**src/rtl/program_loader.sv**
```systemverilog
// Streams a byte sequence into program RAM over the shared bus,
// holding the CPU at an instruction boundary while it writes.
module program_loader #(
   parameter int ADDR_W = 4,
   parameter int DATA_W = 8
) (
   input  logic              clk,
   input  logic              rst,
   input  logic              prog_req,
   input  logic              cpu_at_t0,
   input  logic              ld_valid,
   input  logic [DATA_W-1:0] ld_data,
   input  logic              ld_last,
   output logic              ld_ready,
   output logic [DATA_W-1:0] bus_out,
   output logic              bus_oe,
   output logic              nLma,
   output logic              nLmd,
   output logic              nLr,
   output logic              cpu_hold,
   output logic              pc_clr,
   output logic              prog_active,
   output logic [ADDR_W:0]   byte_count,
   output logic              trunc
);

   typedef enum logic [2:0] {
      IDLE, SYNC, READY, ADDR, DATA, WRITE, DONE
   } state_t;

   localparam logic [ADDR_W:0] FULL = {1'b1, {ADDR_W{1'b0}}};
   localparam logic [ADDR_W:0] ONE  = (ADDR_W+1)'(1);

   state_t              state, nxt;
   logic [ADDR_W-1:0]   addr_ptr;
   logic [DATA_W-1:0]   hold_data;
   logic                hold_last;
   logic                last_slot;

   assign last_slot = (byte_count == FULL - ONE);

   always_comb begin
      nxt = state;
      unique case (state)
         IDLE:  if (prog_req) nxt = SYNC;
         SYNC:  if (!prog_req) nxt = IDLE;
                else if (cpu_at_t0) nxt = READY;
         READY: if (ld_valid) nxt = ADDR;
                else if (!prog_req) nxt = DONE;
         ADDR:  nxt = DATA;
         DATA:  nxt = WRITE;
         WRITE: nxt = (hold_last || last_slot) ? DONE : READY;
         DONE:  if (!prog_req) nxt = IDLE;
         default: nxt = IDLE;
      endcase
   end

   // Outputs are registered from the next state so they track state exactly.
   always_ff @(posedge clk or posedge rst) begin
      if (rst) begin
         state       <= IDLE;
         addr_ptr    <= '0;
         hold_data   <= '0;
         hold_last   <= 1'b0;
         byte_count  <= '0;
         trunc       <= 1'b0;
         ld_ready    <= 1'b0;
         bus_out     <= '0;
         bus_oe      <= 1'b0;
         nLma        <= 1'b1;
         nLmd        <= 1'b1;
         nLr         <= 1'b1;
         cpu_hold    <= 1'b0;
         pc_clr      <= 1'b0;
         prog_active <= 1'b0;
      end else begin
         state <= nxt;
         if (state == IDLE && prog_req) begin
            addr_ptr   <= '0;
            byte_count <= '0;
            trunc      <= 1'b0;
         end
         if (state == READY && ld_valid) begin
            hold_data <= ld_data;
            hold_last <= ld_last;
         end
         if (state == WRITE) begin
            addr_ptr <= addr_ptr + ADDR_W'(1);
            if (byte_count != FULL)
               byte_count <= byte_count + ONE;
            if (last_slot && !hold_last)
               trunc <= 1'b1;
         end
         ld_ready    <= (nxt == READY);
         bus_oe      <= (nxt == ADDR) || (nxt == DATA);
         nLma        <= (nxt != ADDR);
         nLmd        <= (nxt != DATA);
         nLr         <= (nxt != WRITE);
         cpu_hold    <= (nxt != IDLE) && (nxt != SYNC);
         prog_active <= (nxt != IDLE);
         pc_clr      <= (nxt == DONE) && (state != DONE);
         case (nxt)
            ADDR:    bus_out <= DATA_W'(addr_ptr);
            DATA:    bus_out <= hold_data;
            default: bus_out <= '0;
         endcase
      end
   end

endmodule

```
**config.mk**
```make
export PLATFORM = sky130hd
export DESIGN_NAME = program_loader
export DESIGN_NICKNAME = d
export VERILOG_FILES = /design/src/rtl/program_loader.sv
export SDC_FILE = /design/constraint.sdc
export NUM_CORES = 1
export LEC_CHECK = 0
export ABC_AREA = 1
export ABC_CLOCK_PERIOD_IN_PS = 1500
export CORE_UTILIZATION = 44
export DETAILED_ROUTE_END_ITERATION = 6
export PLACE_DENSITY_LB_ADDON = 0.05
export SYNTH_ARGS = -nofsm -noshare
export SYNTH_HDL_FRONTEND = slang
export SYNTH_SLANG_ARGS = --single-unit
```
**constraint.sdc**
```tcl
create_clock -name clk -period 1.5 [get_ports clk]
set_clock_uncertainty 0.1 [all_clocks]
set_input_delay 0.375 -clock clk [delete_from_list [all_inputs] [get_ports clk]]
set_output_delay 0.375 -clock clk [all_outputs]
set_load 0.02 [all_outputs]
```
==> out/qor.yml <==
timing:
  relSlewSlack_pct: 83.9
  finalSetupViolCount: 7
  timing.setup.tns_ns: -0.354
  finalHoldViolCount: 0
  fmax_mhz: 622
  min_period_ns: 1.61
  slew_viol_final: 0
  fin_ws_ns: -0.108
  rsz0062_at_grt: "true"
  timing.final.crit_share_pct: 107
  tightestPinTransition_ns: 0.241
routing:
  wl_um: 3170
  wl_met1_um: 1510
  route.detailed.drc: 0
  ant_nets: 0
  vias: 1248
  via_per_inst: 4.69
  drt_iter0_drc: 62
  met2WireLength_um: 1430
  wire_per_inst_um: 11.9
  highest_layer: "met4"
  firstDrtPassIters: 4
  routed-wl-met3_um: 142
synthesis:
  ys_seq_area_share_pct: 60.8
  synthCells: 163
  synth_top_area_cell: "dfrtp_1"
  synth-seq-cells: 38
  ys_warn_count: 0
  syn_area_per_cell_um2: 9.63
  synth_area_leaders: "dfrtp_1, nand2_1, o21ai_1"
  syn_area_um2: 1570
  synth_cell_types: 22
  syn_nets: 181
  synth_top_area_share_pct: 55.8
grt:
  grtUsageTotal_pct: 17.8
  grt_max_degree: 39
  overflow: 0
  grt_pass1_wl_um: 4760
  antenna_found_initial: 0
  grt_pass1_vias: 1137
clock_network:
  clockBufferDepth: 2
  clock-sinks: 38
  cts.clk_slew.worst_paths_ns: 0.11
  cts_buffers: 5
  cts_tree: "done"
  clk_latency_ns: 0.34
  cts_max_level: 2
  clk_root_buffer_cell: "clkbuf_4"
  cts_hold_buf: 0
floorplan:
  io_pins: 36
  dieArea_um2: 3810
  start_util_pct: 46.3
  core_um2: 3390
  rows: 21
  die_h_um: 61.7
  die_w_um: 61.7
layout:
  drive_gt1_share_pct: 36.8
  synthToLayoutAreaGrowth_pct: 40.2
  fin_util_pct: 65.0
  n_fill_cell: 286
  multi_input_area_um2: 578
  nets: 237
  seqCellArea_um2: 958
  insertedDiodeCount: 0
power_and_ir_drop:
  peakVddDrop_mv: 0.953
  combinationalPowerShare_pct: 41.0
  p_leak_nw: 1.08
  p_int_w: 0.00212
  p_switching_w: 0.00136
  p_seq_share_pct: 43.0
  swShare_pct: 39.1
  p_clk_share_pct: 16.0
  powerDensity_nw_per_um2: 1580
setup_path:
  cp-start-kind: "flip-flop"
  arrival_ns: 1.76
  endpoint_kind: "flip-flop"
  path_max_fanout: 2
  crit_required_ns: 1.65
  path_class: "reg2reg"
worst_hold_path:
  hp-class: "in2async"
placed_design:
  hpwl_um: 2120
  gp_congestion: 0.911
  numPortBuffers: 35
  pre_cts_slack_ns: -0.248
status:
  violations: "negative setup slack"
  outcome: "complete, but fails checks"
flow_run:
  drv_cap: 0
power by group through the flow:
stage | Sequential [W] | Combinational (W) | Clock [W]
finish | 0.00150 | 0.00143 | 0.000558
global route | 0.00153 | 0.00160 | 0.000609
CTS | 0.00149 | 0.00137 | 0.000584
detailed placement | 0.00151 | 0.00135 | 0
global placement | 0.00150 | 0.00132 | 0
floorplan | 0.00168 | 0.000637 | 0
layer usage:
layer | global-route usage [%] | vias to the layer above
met4 | 9.21 | 0
met5 | 0 | -
met1 | 22.1 | 575
li1 | - | 632
met3 | 5.18 | 8
met2 | 28.3 | 33
critical path, cell delays in order (launching register included):
cell and delay, ns:
dfrtp_2 0.45, ha_4 0.17, nand2_4 0.07, nor2_4 0.04
ha_4 0.15, inv_2 0.06, nand2_2 0.06, o21ai_2 0.13
nand2_1 0.09, buf_4 0.14, inv_2 0.04, nor2_2 0.02
per-stage QoR:
step	cells	hold WS [ns]	power (W)	cell area (µm²)
after floorplan	163	0.331	0.00232	1590
after global placement	253	0.341	0.00283	2070
after detailed placement	253	0.347	0.00287	2070
after CTS	265	0.277	0.00344	2180
after global routing	266	0.309	0.00374	2200
final	266	0.284	0.00349	2200
cell usage in the layout, fill, tap and decap left out, types with 4 or more instances in the layout:
master / count
nor2_1: 10
inv_1: 19
nand2_1: 28
buf_4: 12
o21ai_1: 18
clkbuf_2: 11
clkdlybuf4s50_1: 13
inv_2: 8
dfrtp_1: 32
buf_6: 7
nand3_2: 4
clkbuf_4: 5
nand3_1: 8
layout make-up:
class | count | area share (%)
multi-input combinational | 94 | 26.3
inverter | 30 | 5.34
sequential | 38 | 43.5
timing repair buffer | 50 | 19.4
tap | 46 | 2.61
clock inverter | 2 | 0.568
clock buffer | 6 | 2.33
kinds of logic after synthesis:
family	share of synthesized area (%)
AOI/OAI and AO/OA	8.69
buffers and inverters	8.05
DFF	60.8
adders and majority gates	3.19
xor gates and xnor gates	0.558
and+or+nand+nor	18.7
worst paths after layout:
path / startpoint / to / slack [ns] / depth (start not counted)
setup / recovery: byte_count[1] / pc_clr / -0.11 / 11
hold / removal: rst / bus_out[6] / 0.28 / 3
setup reg to reg: byte_count[1] / pc_clr / -0.11 / 11
hold reg to reg: hold_last / trunc / 0.36 / 1
max in group asynchronous: rst / nLma / 0.76 / 3
min in group clk: hold_last / trunc / 0.36 / 1
sequential cells by signal, summed over array words and instances, names as in the netlist, 3 cells and up:
name        count
byte_count      5
state           3
hold_data       8
addr_ptr        4
bus_out         8
repair_timing:
action	4_1_cts	5_1_grt
buffers inserted	4	1
endpoints found under the setup margin	27	27
resized for setup	72	32
pin swaps	6	5
Yosys cell counts:
library cell	number
nor2_2	2
nand2_1	31
or2_2	1
o31ai_1	1
nor2_1	13
buf_6	1
nand4_1	2
clkinv_1	1
inv_4	1
dfrtp_1	35
dfstp_2	3
inv_1	23
inv_2	5
o21ai_1	21
xor2_1	1
nand2_2	1
o22ai_1	3
nand4_4	1
nand3_1	10
ha_1	4
nand3_2	2
o21ai_0	1
Power figures use the tool's default switching activity.
